## config.mk

```make
export PLATFORM = sky130hd
export DESIGN_NAME = uart_tx_arbiter
export DESIGN_NICKNAME = d
export VERILOG_FILES = /design/src/rtl/uart_ctrl_pkg.sv /design/src/rtl/rr_arbiter.sv /design/src/rtl/uart_tx_arbiter.sv
export SDC_FILE = /design/constraint.sdc
export NUM_CORES = 1
export LEC_CHECK = 0
export CORE_ASPECT_RATIO = 1.1
export CORE_UTILIZATION = 40
export CTS_CLUSTER_DIAMETER = 60
export CTS_CLUSTER_SIZE = 20
export DETAILED_ROUTE_END_ITERATION = 12
export PLACE_DENSITY_LB_ADDON = 0.08
export SLEW_MARGIN = 40
export SYNTH_ARGS = -nofsm -noshare
export SYNTH_HDL_FRONTEND = slang
export SYNTH_HIERARCHICAL = 1
export SYNTH_SLANG_ARGS = --single-unit
```

## constraint.sdc

```tcl
create_clock -name clk -period 3.05 [get_ports clk]
set_clock_uncertainty 0.2 [all_clocks]
set_input_delay 0.7625 -clock clk [delete_from_list [all_inputs] [get_ports clk]]
set_output_delay 0.7625 -clock clk [all_outputs]
set_load 0.02 [all_outputs]
```

## src/rtl/uart_ctrl_pkg.sv

```systemverilog
// Shared state encoding and defaults for the UART transmit-side controllers.
package uart_ctrl_pkg;

    localparam int DEFAULT_N_REQ         = 4;
    localparam int DEFAULT_START_TIMEOUT = 16;
    localparam int START_CNT_W           = 4;

    typedef enum logic [1:0] {
        ST_IDLE       = 2'd0,
        ST_ISSUE      = 2'd1,
        ST_WAIT_START = 2'd2,
        ST_WAIT_DONE  = 2'd3
    } tx_state_t;

    function automatic int id_width(input int n);
        return (n > 1) ? $clog2(n) : 1;
    endfunction

endpackage

```

## src/rtl/rr_arbiter.sv

```systemverilog
// Combinational round-robin pick: the first active request after last_grant wins.
module rr_arbiter
    import uart_ctrl_pkg::*;
#(
    parameter int N_REQ = DEFAULT_N_REQ,
    localparam int IDW  = id_width(N_REQ)
) (
    input  logic [N_REQ-1:0] req,
    input  logic [IDW-1:0]   last_grant,
    output logic [IDW-1:0]   winner,
    output logic             valid
);

    logic [2*N_REQ-1:0] req_dbl;
    logic [N_REQ-1:0]   req_rot;
    int                 offset;
    int                 pos;

    // Rotate so bit 0 is the requester just after last_grant, then take the lowest set bit.
    always_comb begin
        req_dbl = {req, req};
        req_rot = req_dbl[int'(last_grant) + 1 +: N_REQ];
        valid   = |req_rot;
        offset  = 0;
        for (int i = N_REQ - 1; i >= 0; i--) begin
            if (req_rot[i]) offset = i;
        end
        pos = int'(last_grant) + 1 + offset;
        if (pos >= N_REQ) pos = pos - N_REQ;
        winner = IDW'(pos);
    end

endmodule

```

## src/rtl/uart_tx_arbiter.sv

```systemverilog
// Shares one UART transmitter between N_REQ byte requesters, round-robin, with a start timeout.
//
// state         | meaning
// --------------+-------------------------------------------------------------
// ST_IDLE       | no transfer; grant when enabled, transmitter idle, any req
// ST_ISSUE      | one cycle: Tx_WR and ack[grant_id] pulse
// ST_WAIT_START | waiting for Tx_BUSY to rise; counter guards against a dead transmitter
// ST_WAIT_DONE  | byte in flight; return to idle when Tx_BUSY falls
module uart_tx_arbiter
    import uart_ctrl_pkg::*;
#(
    parameter int N_REQ         = DEFAULT_N_REQ,
    parameter int START_TIMEOUT = DEFAULT_START_TIMEOUT,
    localparam int IDW          = id_width(N_REQ)
) (
    input  logic               clk,
    input  logic               reset,
    input  logic               enable,
    input  logic [N_REQ-1:0]   req,
    input  logic [8*N_REQ-1:0] req_data,
    output logic [N_REQ-1:0]   ack,
    output logic [IDW-1:0]     grant_id,
    output logic               busy,
    output logic               timeout_err,
    input  logic               err_clr,
    output logic               Tx_EN,
    output logic               Tx_WR,
    output logic [7:0]         Tx_DATA,
    input  logic               Tx_BUSY
);

    localparam logic [START_CNT_W-1:0] START_LAST = START_CNT_W'(START_TIMEOUT - 1);

    tx_state_t              state;
    logic [IDW-1:0]         last_grant;
    logic [IDW-1:0]         win_id;
    logic                   win_valid;
    logic [7:0]             win_byte;
    logic [START_CNT_W-1:0] start_cnt;
    logic [START_CNT_W-1:0] start_cnt_nxt;
    logic                   start_timeout;

    rr_arbiter #(.N_REQ(N_REQ)) u_rr (
        .req        (req),
        .last_grant (last_grant),
        .winner     (win_id),
        .valid      (win_valid)
    );

    always_comb begin
        win_byte = '0;
        for (int i = 0; i < N_REQ; i++) begin
            if (win_id == IDW'(i)) win_byte = req_data[8*i +: 8];
        end
    end

    // Timeout fires on the edge where the counter would reach START_TIMEOUT-1.
    assign start_cnt_nxt = start_cnt + 1'b1;
    assign start_timeout = (state == ST_WAIT_START) && !Tx_BUSY && (start_cnt_nxt == START_LAST);

    assign busy  = (state != ST_IDLE);
    assign Tx_EN = enable | busy;

    always_ff @(posedge clk or posedge reset) begin
        if (reset) begin
            state       <= ST_IDLE;
            Tx_WR       <= 1'b0;
            ack         <= '0;
            Tx_DATA     <= 8'h00;
            grant_id    <= '0;
            last_grant  <= IDW'(N_REQ - 1);
            start_cnt   <= '0;
            timeout_err <= 1'b0;
        end else begin
            if (start_timeout) begin
                timeout_err <= 1'b1;
            end else if (err_clr) begin
                timeout_err <= 1'b0;
            end

            case (state)
                ST_IDLE: begin
                    if (enable && !Tx_BUSY && win_valid) begin
                        state    <= ST_ISSUE;
                        grant_id <= win_id;
                        Tx_DATA  <= win_byte;
                        Tx_WR    <= 1'b1;
                        ack      <= N_REQ'(1) << win_id;
                    end
                end
                ST_ISSUE: begin
                    Tx_WR     <= 1'b0;
                    ack       <= '0;
                    start_cnt <= '0;
                    state     <= ST_WAIT_START;
                end
                ST_WAIT_START: begin
                    start_cnt <= start_cnt_nxt;
                    if (Tx_BUSY) begin
                        state <= ST_WAIT_DONE;
                    end else if (start_timeout) begin
                        last_grant <= grant_id;
                        state      <= ST_IDLE;
                    end
                end
                ST_WAIT_DONE: begin
                    if (!Tx_BUSY) begin
                        last_grant <= grant_id;
                        state      <= ST_IDLE;
                    end
                end
                default: state <= ST_IDLE;
            endcase
        end
    end

endmodule

```

==> flow_summary.json, run 1 <==
{
  "worstSkewPairLatency_ns": 0.27,
  "max_stage_delay_ns": 0.30,
  "hold_class": "reg -> reg",
  "hold_viol_final": 0,
  "synth_compound_area_share_pct": 13.78,
  "grt-ovfl-total": 0,
  "crit_top_cell": "xnor2_1",
  "cellPowerDensity_nw_per_um2": 991.1,
  "synth-simple-area-share_pct": 13.40,
  "cp.required_ns": 3.01,
  "diodes": 0,
  "synth_edf_count": 0,
  "antenna_found_initial": 0,
  "cts_sinks": 24,
  "fin_nets": 267,
  "wl_per_cell_um": 13.71,
  "gp_congestion": 0.7480,
  "cts_tree": "done",
  "clk_path_buf_depth": 2,
  "numCtsBuffers": 3,
  "yosys.area_share.adder_pct": 6.126,
  "die_w_um": 62.94,
  "io_pins": 59,
  "synth_seq_area_share_pct": 36.91,
  "num_vias": 1397,
  "io_buffers": 58,
  "postLayoutCellArea_um2": 2442,
  "area_growth_pct": 49.46,
  "endpoint_kind": "flop",
  "synth_ff_type": "dfrtp_1",
  "grt_pass1_vias": 1440,
  "initial_utilization_pct": 41.54,
  "worst_path_max_delay_cell": "mux4_2",
  "worstPathMaxFanout": 7,
  "grt_setup_unrepaired": "false",
  "drc": 0,
  "relSlewSlack_pct": 56.31,
  "drv_cap": 0,
  "finalCritPeriodShare_pct": 95.55,
  "period_needed_ns": 2.914,
  "cts_max_level": 1,
  "fmax_mhz": 343.1,
  "place_area_um2": 2375,
  "wl_um": 3687,
  "slew_violations": 0,
  "whs_ns": 0.2989,
  "grt_use_total_pct": 18.39,
  "syn-num-nets": 189,
  "ctsHoldBuffers": 0,
  "p_leak_uw": 0.001069,
  "netlist_instances": 140,
  "peakVddDrop_mv": 0.6911,
  "synth_top_family_by_area": "multiplexers",
  "drive_above_1_share_pct": 25.81,
  "hpwl_um": 2924,
  "synth.area.mux_share_pct": 23.12,
  "tightest_slew_ns": 0.6546,
  "die_area_um2": 4345,
  "viasPerCell": 5.193,
  "status": "finished, final reports clean",
  "synth_warnings": 6,
  "yosysUniqueCellTypes": 48,
  "grt_pass1_wl_um": 6203,
  "regArea_um2": 603.1,
  "clk_pin_slew_ns": 0.08,
  "layout_setup_ws_ns": 0.1357,
  "firstDrtPassIters": 4,
  "cp_cell_sequence": "clkbuf_2, nor2b_1, a21oi_1, o221ai_1, o21a_1, ha_2, xnor2_2, xnor2_1, xnor2_1, buf_4, mux4_2, mux2_4",
  "utilization_pct": 62.09,
  "critical_path_class": "in -> reg",
  "ys_ff_latch": 24,
  "place_ws_ns": -0.5450,
  "detail-route-antenna-nets": 0,
  "synthXorXnorAreaFrac_pct": 1.608,
  "start_kind": "primary input",
  "finalSetupViolCount": 0,
  "synth_area_per_cell_um2": 11.67,
  "syn_area_um2": 1634,
  "synthArstFlopShare_pct": 100.0,
  "coreArea_um2": 3934,
  "total_power_uw": 2421,
  "arrival_ns": 2.88,
  "cts_root_buf": "clkbuf_8",
  "rows": 24,
  "die_y_um": 69.04,
  "fill_cells": 326,
  "multi_input_area_um2": 960.9,
  "first_iter_violations": 44,
  "grt_max_degree": 19
}
## flip-flops by register name, summed over array words and instances (netlist names)
signal	flops
Tx_WR	1
Tx_DATA	8
state	2
last_grant	2
grant_id	2
start_cnt	4
ack	4
timeout_err	1
## synth_stat cells, drive strengths merged (2+ instances only)
cell type   n  share of area, %
and2b       2              0.92
inv        12               2.8
nor2b       3               1.1
nor2        6               2.0
buf         4               2.3
nand3       3              0.92
dfrtp      22                34
o32a        2               1.2
ha          8               6.1
xnor2       3               1.6
a21oi       5               1.8
mux2       13                11
o21ai       8               3.1
dfstp       2               3.2
nor3        2              0.61
mux4        8                11
nand2      16               4.1
## critical path, delay by kind of cell
family,cells,cell delay [ns]
xor+xnor,3,0.43
mux,2,0.58
compound gates,3,0.40
simple gates,1,0.19
buf+inv,2,0.34
fa+ha+maj,1,0.18
## metrics by stage
step / setup TNS [ns] / instances
after detailed placement: -4.853 / 262
after CTS: 0 / 268
after global routing: 0 / 269
final: 0 / 269
after global placement: -4.197 / 262
after floorplan: 0 / 140
## layer usage
layer	GRT usage, %	part of all wire, %
met1	20.17	41
met3	2.483	3.4
met2	33.93	54
met4	9.044	2.2
met5	0	0
## placed cells by master (no fill, tap or decap), types with 3 or more instances in the layout
cell type        synthesis  layout
o21ai_0                  5       4
dfrtp_1                 22      22
o21ai_1                  2       3
clkbuf_8                 0       3
inv_1                   12      11
nand3_1                  3       3
clkdlybuf4s50_1          0      54
mux2_4                   9       9
ha_1                     8       7
nand2_1                 15      15
nor2b_1                  3       3
buf_4                    0      18
mux2_1                   3       3
mux4_2                   6       7
nor2_1                   4       4
a21oi_1                  4       4
## what timing repair did
action,4_1_cts,5_1_grt
pin swaps,4,3
gates resized for setup,8,6
endpoints found under the setup margin,8,8
endpoints found under the hold margin,0,0
buffers inserted,2,1
## path summary, 6_finish.rpt
check | startpoint | end | slack, ns | cells past startpoint
min in group asynchronous | reset | ack[2]$_DFFE_PP0P_ | 0.68 | 2
worst min-delay path | ack[2]$_DFFE_PP0P_ | ack[2]$_DFFE_PP0P_ | 0.30 | 2
worst max register to register | last_grant[1]$_DFFE_PP1P_ | Tx_DATA[5]$_DFFE_PP0P_ | 0.19 | 11
worst max-delay path | req[3] | Tx_DATA[5]$_DFFE_PP0P_ | 0.14 | 12
worst min register to register | ack[2]$_DFFE_PP0P_ | ack[2]$_DFFE_PP0P_ | 0.30 | 2
max in group asynchronous | reset | start_cnt[2]$_DFFE_PP0P_ | 1.40 | 3
## report_power, final
part           leakage (uW)  switching (uW)  internal, uW
Sequential         0.000302             108           464
Clock             0.0000228             103          93.5
Combinational      0.000745             734           917
## area by class of cell
type                    instances  area share [%]
multi-input cells             100           39.34
flip-flops and latches         24           24.69
repair buffers                 77           29.61
well taps                      52           2.664
inverters                      12           1.844
clock buffers                   4           1.844
## cells by family (layout without fill, tap and decap cells)
family / Yosys count / in the layout
AND/OR/NAND/NOR: 39 / 39
AO/OA/AOI/OAI: 28 / 28
flip-flops: 24 / 24
multiplexers: 22 / 22
buffers and inverters: 16 / 93
adder cells (fa/ha/maj): 8 / 8
XOR/XNOR: 3 / 3
Note: power is estimated with default switching activity, not from simulation.
==> inputs of run 2 (changes only) <==
--- a/config.mk
+++ b/config.mk
@@ -11,6 +11,7 @@
 export CTS_CLUSTER_SIZE = 20
 export DETAILED_ROUTE_END_ITERATION = 12
 export PLACE_DENSITY_LB_ADDON = 0.08
+export SKIP_CTS_REPAIR_TIMING = 1
 export SLEW_MARGIN = 40
 export SYNTH_ARGS = -nofsm -noshare
 export SYNTH_HDL_FRONTEND = slang
==> flow_summary.json, run 2 (same netlist as run 1, synthesis figures left out) <==
{
  "status": "finished, final reports clean",
  "period_needed_ns": 2.908,
  "worstPathMaxFanout": 7,
  "worst_path_max_delay_cell": "mux4_2",
  "firstDrtPassIters": 4,
  "cp_cell_sequence": "buf_2, nand2_1, a21oi_2, o221ai_1, o21a_1, ha_2, xnor2_2, xnor2_1, xnor2_1, buf_4, mux4_2, mux2_4",
  "layout_common_cells": "54 x clkdlybuf4s50_1, 22 x dfrtp_1, 17 x buf_4",
  "reg_top3": "Tx_DATA (8), ack (4), start_cnt (4)",
  "r2r_end": "Tx_DATA[5]$_DFFE_PP0P_",
  "cts_max_level": 1,
  "tightest_slew_ns": 0.6548,
  "power.switching_fraction_pct": 38.73,
  "viasPerCell": 5.228,
  "largest_reg_flops": 8,
  "numCtsBuffers": 3,
  "crit_top_cell": "xnor2_1",
  "largest-register": "Tx_DATA",
  "antenna_found_initial": 0,
  "hold_class": "reg -> reg",
  "critical_path_class": "in -> reg",
  "initial_utilization_pct": 41.54,
  "grt-ovfl-total": 0,
  "cts_root_buf": "clkbuf_8",
  "die_y_um": 69.04,
  "slew_violations": 0,
  "detail-route-antenna-nets": 0,
  "wl_um": 3716,
  "clk_path_buf_depth": 2,
  "ff2ff_path_depth": 11,
  "r2r_start": "last_grant[1]$_DFFE_PP1P_",
  "grt_use_total_pct": 18.37,
  "io_pins": 59,
  "regToRegSetupSlack_ns": 0.21,
  "worstSkewPairLatency_ns": 0.27,
  "finalCritPeriodShare_pct": 95.34,
  "whs_endpoint": "ack[2]$_DFFE_PP0P_",
  "grt_pass1_vias": 1459,
  "finalSetupViolCount": 0,
  "dp_cells": 262,
  "io_buffers": 58,
  "switchingPower_uw": 965.3,
  "area_growth_pct": 50.31,
  "cts_tree": "done",
  "postLayoutCellArea_um2": 2456,
  "place_area_um2": 2375,
  "arrival_ns": 2.87,
  "min_from": "ack[2]$_DFFE_PP0P_",
  "fin_nets": 266,
  "peakVddDrop_mv": 0.6850,
  "cp.required_ns": 3.01,
  "num_vias": 1401,
  "clk_pin_slew_ns": 0.08,
  "whs_ns": 0.2992,
  "pwr-share-comb_pct": 69.2,
  "fill_cells": 325,
  "hold_viol_final": 0,
  "stdcell_count": 268,
  "fmax_mhz": 343.9,
  "p_clk_share_pct": 7.8,
  "p_int_uw": 1527,
  "seqPwrFrac_pct": 23.0,
  "layout_commonest_cell": "clkdlybuf4s50_1",
  "drive_above_1_share_pct": 26.85,
  "p_leak_uw": 0.001085,
  "start_kind": "primary input",
  "max_stage_delay_ns": 0.30,
  "coreArea_um2": 3934,
  "wl_per_cell_um": 13.87,
  "rows": 24,
  "relSlewSlack_pct": 56.30,
  "die_w_um": 62.94,
  "diodes": 0,
  "drc": 0,
  "grt_pass1_wl_um": 6203,
  "drv_cap": 0,
  "die_area_um2": 4345,
  "whs_path_depth": 2,
  "gp_congestion": 0.7480,
  "cellPowerDensity_nw_per_um2": 1015,
  "first_iter_violations": 43,
  "grt_setup_unrepaired": "false",
  "cts_sinks": 24,
  "endpoint_kind": "flop",
  "grt_max_degree": 19,
  "hpwl_um": 2924
}
-- run 2: changes by cell type in the layout (fill, tap and decap cells not counted), sizes merged --
cell,delta
dlygate4sd2,-2
clkbuf,-1
dlymetal6s2s,+2
-- run 2: final cells by class --
cell class,instances,area [um2],area share (%)
clock buffers,4,45.04,1.834
well taps,52,65.06,2.649
repair buffers,76,723.2,29.44
multi-input cells,100,974.7,39.68
flip-flops and latches,24,603.1,24.55
inverters,12,45.04,1.834
-- run 2: worst max path at each step --
stage	startpoint	to	slack, ns	cells after the start
floorplan	req[1]	Tx_DATA[0]$_DFFE_PP0P_	0.02	11
global placement	req[0]	Tx_DATA[1]$_DFFE_PP0P_	-0.48	12
detailed placement	req[3]	Tx_DATA[5]$_DFFE_PP0P_	-0.55	12
CTS	req[3]	Tx_DATA[5]$_DFFE_PP0P_	-0.25	12
global route	req[3]	Tx_DATA[5]$_DFFE_PP0P_	0.01	12
finish	req[3]	Tx_DATA[5]$_DFFE_PP0P_	0.14	12
-- run 2: through the flow --
stage / power (uW) / TNS, ns / utilization, % / setup WS (ns)
2_1_floorplan: 1670 / 0 / - / 0.01936
3_3_place_gp: 2170 / -4.197 / 60.37 / -0.4827
3_5_place_dp: 2219 / -4.853 / 60.37 / -0.5450
4_1_cts: 2420 / -1.936 / 61.51 / -0.2543
5_1_grt: 2668 / 0 / 62.44 / 0.01102
6_report: 2493 / 0 / 62.44 / 0.1422
-- run 2: worst max-delay path: cells and delay by family --
kind / cells / cell delay, ns
adder cells (fa/ha/maj): 1 / 0.18
AND/OR/NAND/NOR: 1 / 0.10
AO/OA/AOI/OAI: 3 / 0.39
multiplexers: 2 / 0.58
buffers and inverters: 2 / 0.37
XOR/XNOR: 3 / 0.48
-- run 2: routing by layer --
layer	vias to the layer above	global-route usage (%)	share of wire, %
li1	663	-	-
met1	684	19.70	40
met2	48	34.41	55
met3	6	2.483	3.4
met4	0	9.044	2.2
met5	-	0	0
-- run 2: power by group through the flow --
stage / logic, uW / registers (uW) / clock network (uW)
2_1_floorplan: 992 / 677 / 0
3_3_place_gp: 1600 / 573 / 0
3_5_place_dp: 1640 / 580 / 0
4_1_cts: 1640 / 574 / 202
5_1_grt: 1860 / 597 / 216
6_report: 1720 / 574 / 195
==> inputs of run 3 (changes only) <==
--- a/config.mk
+++ b/config.mk
@@ -8,7 +8,6 @@
 export CORE_ASPECT_RATIO = 1.1
 export CORE_UTILIZATION = 40
 export CTS_CLUSTER_DIAMETER = 60
-export CTS_CLUSTER_SIZE = 20
 export DETAILED_ROUTE_END_ITERATION = 12
 export PLACE_DENSITY_LB_ADDON = 0.08
 export SKIP_CTS_REPAIR_TIMING = 1
==> results of run 3 <==
Final layout, timing and power as in run 2 (identical DEF).
